===== src/rtl/router_dst_reader.sv =====
// Destination-side reader for one router output port: parses header,
// payload and parity, and streams payload bytes through a small skid FIFO.
module router_dst_reader #(
  parameter int SKID_DEPTH  = 2,
  parameter int STALL_LIMIT = 25,
  parameter int GAP_LIMIT   = 32
) (
  input  logic       clock,
  input  logic       reset,
  input  logic       vld_out,
  input  logic [7:0] data_out,
  output logic       read_enb,
  output logic [7:0] m_data,
  output logic       m_valid,
  input  logic       m_ready,
  output logic       m_last,
  output logic       hdr_valid,
  output logic [5:0] hdr_len,
  output logic [1:0] hdr_addr,
  output logic       pkt_done,
  output logic       pkt_err,
  output logic       pkt_abort,
  output logic       stall_warn
);

  localparam int AW = (SKID_DEPTH > 1) ? $clog2(SKID_DEPTH) : 1;
  localparam int OW = $clog2(SKID_DEPTH + 1);
  localparam int SW = $clog2(STALL_LIMIT + 1);
  localparam int GW = $clog2(GAP_LIMIT + 1);

  typedef enum logic [1:0] {
    IDLE,
    PAYLOAD,
    PARITY
  } state_t;

  state_t state;

  logic          inflight;
  logic [7:0]    parity_acc;
  logic [5:0]    cnt;
  logic [8:0]    mem [SKID_DEPTH];
  logic [AW-1:0] wr_ptr;
  logic [AW-1:0] rd_ptr;
  logic [OW-1:0] occ;
  logic [SW-1:0] stall_cnt;
  logic [GW-1:0] gap_cnt;
  logic [OW:0]   pending;

  logic fire;
  logic cap;
  logic push;
  logic pop;
  logic gap_hit;
  logic last_byte;

  function automatic logic [AW-1:0] inc(input logic [AW-1:0] p);
    return (p == AW'(SKID_DEPTH - 1)) ? '0 : p + 1'b1;
  endfunction

  // A read is only issued when its byte is guaranteed a skid slot,
  // so header and parity reads are throttled the same way as payload.
  always_comb begin
    pending    = {1'b0, occ} + (OW + 1)'(inflight);
    read_enb   = !reset && vld_out &&
                 (pending < (OW + 1)'(SKID_DEPTH));
    fire       = read_enb;
    cap        = inflight;
    last_byte  = (cnt == hdr_len - 6'd1);
    push       = cap && (state == PAYLOAD);
    m_valid    = (occ != '0);
    pop        = m_valid && m_ready;
    m_data     = m_valid ? mem[rd_ptr][7:0] : 8'h00;
    m_last     = m_valid && mem[rd_ptr][8];
    gap_hit    = (state != IDLE) && !vld_out && !inflight &&
                 (gap_cnt == GW'(GAP_LIMIT - 1));
    stall_warn = (stall_cnt >= SW'(STALL_LIMIT));
  end

  always_ff @(posedge clock) begin
    if (reset || gap_hit) begin
      wr_ptr <= '0;
      rd_ptr <= '0;
      occ    <= '0;
    end else begin
      if (push) begin
        mem[wr_ptr] <= {last_byte, data_out};
        wr_ptr      <= inc(wr_ptr);
      end
      if (pop) begin
        rd_ptr <= inc(rd_ptr);
      end
      occ <= occ + OW'(push) - OW'(pop);
    end
  end

  always_ff @(posedge clock) begin
    if (reset) begin
      state      <= IDLE;
      inflight   <= 1'b0;
      parity_acc <= '0;
      cnt        <= '0;
      hdr_len    <= '0;
      hdr_addr   <= '0;
      hdr_valid  <= 1'b0;
      pkt_done   <= 1'b0;
      pkt_err    <= 1'b0;
      pkt_abort  <= 1'b0;
      stall_cnt  <= '0;
      gap_cnt    <= '0;
    end else begin
      inflight  <= fire;
      hdr_valid <= 1'b0;
      pkt_done  <= 1'b0;
      pkt_err   <= 1'b0;
      pkt_abort <= 1'b0;

      if (vld_out && !read_enb) begin
        if (stall_cnt != SW'(STALL_LIMIT)) begin
          stall_cnt <= stall_cnt + 1'b1;
        end
      end else begin
        stall_cnt <= '0;
      end

      if (fire || state == IDLE || gap_hit) begin
        gap_cnt <= '0;
      end else if (!vld_out && !inflight) begin
        gap_cnt <= gap_cnt + 1'b1;
      end

      if (gap_hit) begin
        state     <= IDLE;
        cnt       <= '0;
        pkt_abort <= 1'b1;
      end else if (cap) begin
        unique case (state)
          IDLE: begin
            hdr_len    <= data_out[7:2];
            hdr_addr   <= data_out[1:0];
            hdr_valid  <= 1'b1;
            parity_acc <= data_out;
            cnt        <= '0;
            state      <= (data_out[7:2] != 6'd0) ? PAYLOAD : PARITY;
          end
          PAYLOAD: begin
            parity_acc <= parity_acc ^ data_out;
            cnt        <= cnt + 6'd1;
            if (last_byte) begin
              state <= PARITY;
            end
          end
          PARITY: begin
            pkt_done <= 1'b1;
            pkt_err  <= (data_out != parity_acc);
            state    <= IDLE;
          end
          default: state <= IDLE;
        endcase
      end
    end
  end

endmodule


===== config.mk =====
export PLATFORM = sky130hd
export DESIGN_NAME = router_dst_reader
export DESIGN_NICKNAME = d
export VERILOG_FILES = /design/src/rtl/router_dst_reader.sv
export SDC_FILE = /design/constraint.sdc
export NUM_CORES = 1
export LEC_CHECK = 0
export BUFFER_PORTS_ARGS = -buffer_cell sky130_fd_sc_hd__buf_2
export CAP_MARGIN = 20
export CORE_ASPECT_RATIO = 1.25
export CORE_MARGIN = 2
export CORE_UTILIZATION = 55
export DETAILED_ROUTE_END_ITERATION = 8
export GPL_TIMING_DRIVEN = 0
export PLACE_DENSITY_LB_ADDON = 0.15
export SKIP_CTS_REPAIR_TIMING = 1
export SYNTH_ARGS = -nofsm -noshare
export SYNTH_HDL_FRONTEND = slang
export SYNTH_SLANG_ARGS = --single-unit

===== constraint.sdc =====
create_clock -name clock -period 2.6 [get_ports clock]
set_input_delay 0.52 -clock clock [delete_from_list [all_inputs] [get_ports clock]]
set_output_delay 0.52 -clock clock [all_outputs]
set_load 0.01 [all_outputs]

==> run metrics <==
placed instance area between 0.003 and 0.004 sq mm; Final Instance Count excl. Fillers 405; Min-Delay Path Class input port to register; Max FO, Critical Path 10; sequential fraction of the synthesis area 50.3%; total gr overflow 0; Antenna diodes 0; clk_lat worst skew 0.34 ns; Worst slew margin 44.3%; clock slew at reported path FFs ~0.07 ns; delay-heaviest family, CP simple AND/OR/NAND/NOR gates; Syn Area/Cell 9.88 sq um; fin crit period 2.32 ns; Synth Net Count 309; number of flops mapped to enable cells by yosys 18; die height 84.7 microns; clk sinks 63; RSZ-0062 raised after global routing no; Via density 5.35; Cells after Synth 290; final setup margin 0.283 ns; Max Cap Viol 0; area grow syn2layout 16.3%; vias in the first global route approximately 2100; Worst Path Buf+Inv 2; worst r2r src cap; clock buffer count from CTS 9; DRT iter0 DRCs 129; setup TNS 0 ns; layout cell share with drive strength beyond 1 between 10% and 20%; crit path cell chain nor2_4 > nand4_1 > o21bai_2 > buf_2 > nor3_1 > buf_4; Inst Count DP slightly below 400; Top FF cell, synth dfxtp_1; fmax ~0.43 GHz; DRC 0; IO Port Bufs 35; HP Start data_out[1]; Yosys reg bits 63; pin count of the biggest net entering global routing 13; Synth async-reset ratio 0%; hold path cells 1; cells on worst reg2reg path 6; Routed WL 5630 microns; Fin Clk Skew 0.00622 ns; outcome finished, final reports clean; Fin. Hold Viols 0; via count 2165; Top-Level Pins 36; final-stage net count 357; Largest stage delay, worst path 0.65 ns; Placement Setup Slack about 0.12 ns; worst reg2reg setup slack approximately 0.28 ns; Worst setup SP type register; first-pass GRT wire length around 9500 microns; Leak 1.33 nW; VDD IR max 0.419 mV; Worst Path Required about 2.7 ns; fillcell total ~450; P per Cell Area 763 mW/mm^2; CTS H-tree lvls 3; slowest CP cell nor3_1; DR WL/cell roughly 14 microns; total power around 2.5 mW; DRT Pass-1 Iters 4; Clock Path Buffers 2; CTS tree done; dpl hpwl between 4000 and 5000 microns; die area 0.00580 sq mm; crit share post-route 89.1%; Die W 68.5 microns; root buf cell clkbuf_8; Cell variety after synth slightly above 40; GRT Total Usage 22.1%; Worst Setup End Kind register; Final ANT Viol Nets 0; routability cong. roughly 0.78; antenna violations before repair 0; Post-Syn Area 0.00286 sq mm; final setup fails 0; Design Area, Final 0.00333 sq mm; crit path DAT about 2.4 ns; # rows 29; Worst-Margin Slew 0.829 ns; Hold EP mem[0][1]; Setup CP Type register to register; warnings from Yosys 0; Pins Over Slew Limit 0; r2r endpoint mem[1][4]; Initial Utilization 56.8%; core area 0.00504 sq mm
-- cells in the final DEF, fill, tap and decap left out, types with 4 or more instances in the layout --
cell type and n:
clkbuf_1 6, nor2b_1 5, buf_2 39, xor2_1 18, xnor2_1 12, inv_1 8, clkbuf_8 9, nor2_1 45
nor3_1 4, o21ai_0 11, nand2_1 27, a21oi_1 15, nand3_1 6, ha_1 7, edfxtp_1 18, mux2i_1 17
dfxtp_1 45, a22oi_1 8
-- registers in the layout, indices dropped and copies added, names as in the netlist, 2 cells and up, named ones only --
register,flops
parity_acc,8
cnt,6
occ,2
gap_cnt,6
stall_cnt,5
hdr_len,6
state,2
mem,18
hdr_addr,2
-- kinds of logic (layout without fill, tap and decap cells) --
kind of cell | count (synthesis) | count (layout) | synth area share, %
AND/OR/NAND/NOR | 113 | 113 | 19.5
flip-flops | 63 | 63 | 50.3
AO/OA/AOI/OAI | 42 | 42 | 9.44
XOR/XNOR | 30 | 30 | 9.17
buffers and inverters | 18 | 71 | 2.53
multiplexers | 17 | 17 | 5.94
adder cells (fa/ha/maj) | 7 | 7 | 3.06
-- worst max-delay path by stage --
stage	endpoint	cells past startpoint	start	slack, ns
final	mem[1][4]	6	cap	0.28
after global routing	mem[1][3]	6	cap	0.16
after CTS	mem[1][4]	6	cap	0.27
after detailed placement	mem[1][1]	7	vld_out	0.12
after global placement	mem[1][1]	6	vld_out	-0.12
after floorplan	mem[1][0]	5	vld_out	0.57
-- where the power goes --
| group | internal [mW] | leakage [nW] | total [mW] | switching, mW |
|---|---|---|---|---|
| sequential | 1.08 | 0.528 | 1.15 | 0.0670 |
| combinational | 0.239 | 0.698 | 0.571 | 0.333 |
| clock | 0.443 | 0.0992 | 0.822 | 0.379 |
| total | 1.76 | 1.33 | 2.54 | 0.778 |
-- through the flow --
stage / hold WS (ns) / utilization, %
2_1_floorplan: 0.458 / -
3_3_place_gp: 0.443 / 61.8
3_5_place_dp: 0.454 / 62.1
4_1_cts: 0.439 / 66.0
5_1_grt: 0.451 / 66.0
6_report: 0.453 / 66.0
-- cells in the mapped netlist (2+ instances only) --
cell type	instances	area share, %
nand4b_1	2	0.61
ha_1	7	3.1
a22oi_1	8	2.1
clkbuf_1	6	0.79
or3_1	2	0.44
mux2i_1	17	5.9
nor2_1	45	5.9
nand2b_1	3	0.66
xor2_1	18	5.5
inv_1	8	1.0
nor3_1	4	0.70
o21ai_0	11	1.9
nand4_1	3	0.66
dfxtp_1	45	31
nor2b_1	5	1.1
xnor2_1	12	3.7
nand3_1	6	1.0
nand2_1	27	3.5
buf_2	4	0.70
nor4_1	3	0.66
nor3b_1	3	0.79
edfxtp_1	18	19
a21oi_1	15	2.6
-- layer usage --
layer  vias up  wire, microns  global-route usage [%]
met2        43           2910                    37.1
li1       1093              -                       -
met4         0            130                    11.5
met5         -              0                       0
met1      1015           2380                    25.3
met3        14            219                    5.09
-- layout make-up --
class / instances / area [sq um] / share of cell area, %
Buffer: 10 / 42.5 / 1.28
Clock inverter: 7 / 73.8 / 2.22
Sequential cell: 63 / 1440 / 43.3
Multi-Input combinational cell: 209 / 1350 / 40.5
Timing Repair Buffer: 37 / 190 / 5.71
Tap cell: 62 / 77.6 / 2.33
Inverter: 8 / 30.0 / 0.902
Clock buffer: 9 / 124 / 3.72
No activity file was read; power rests on OpenSTA's default activity.
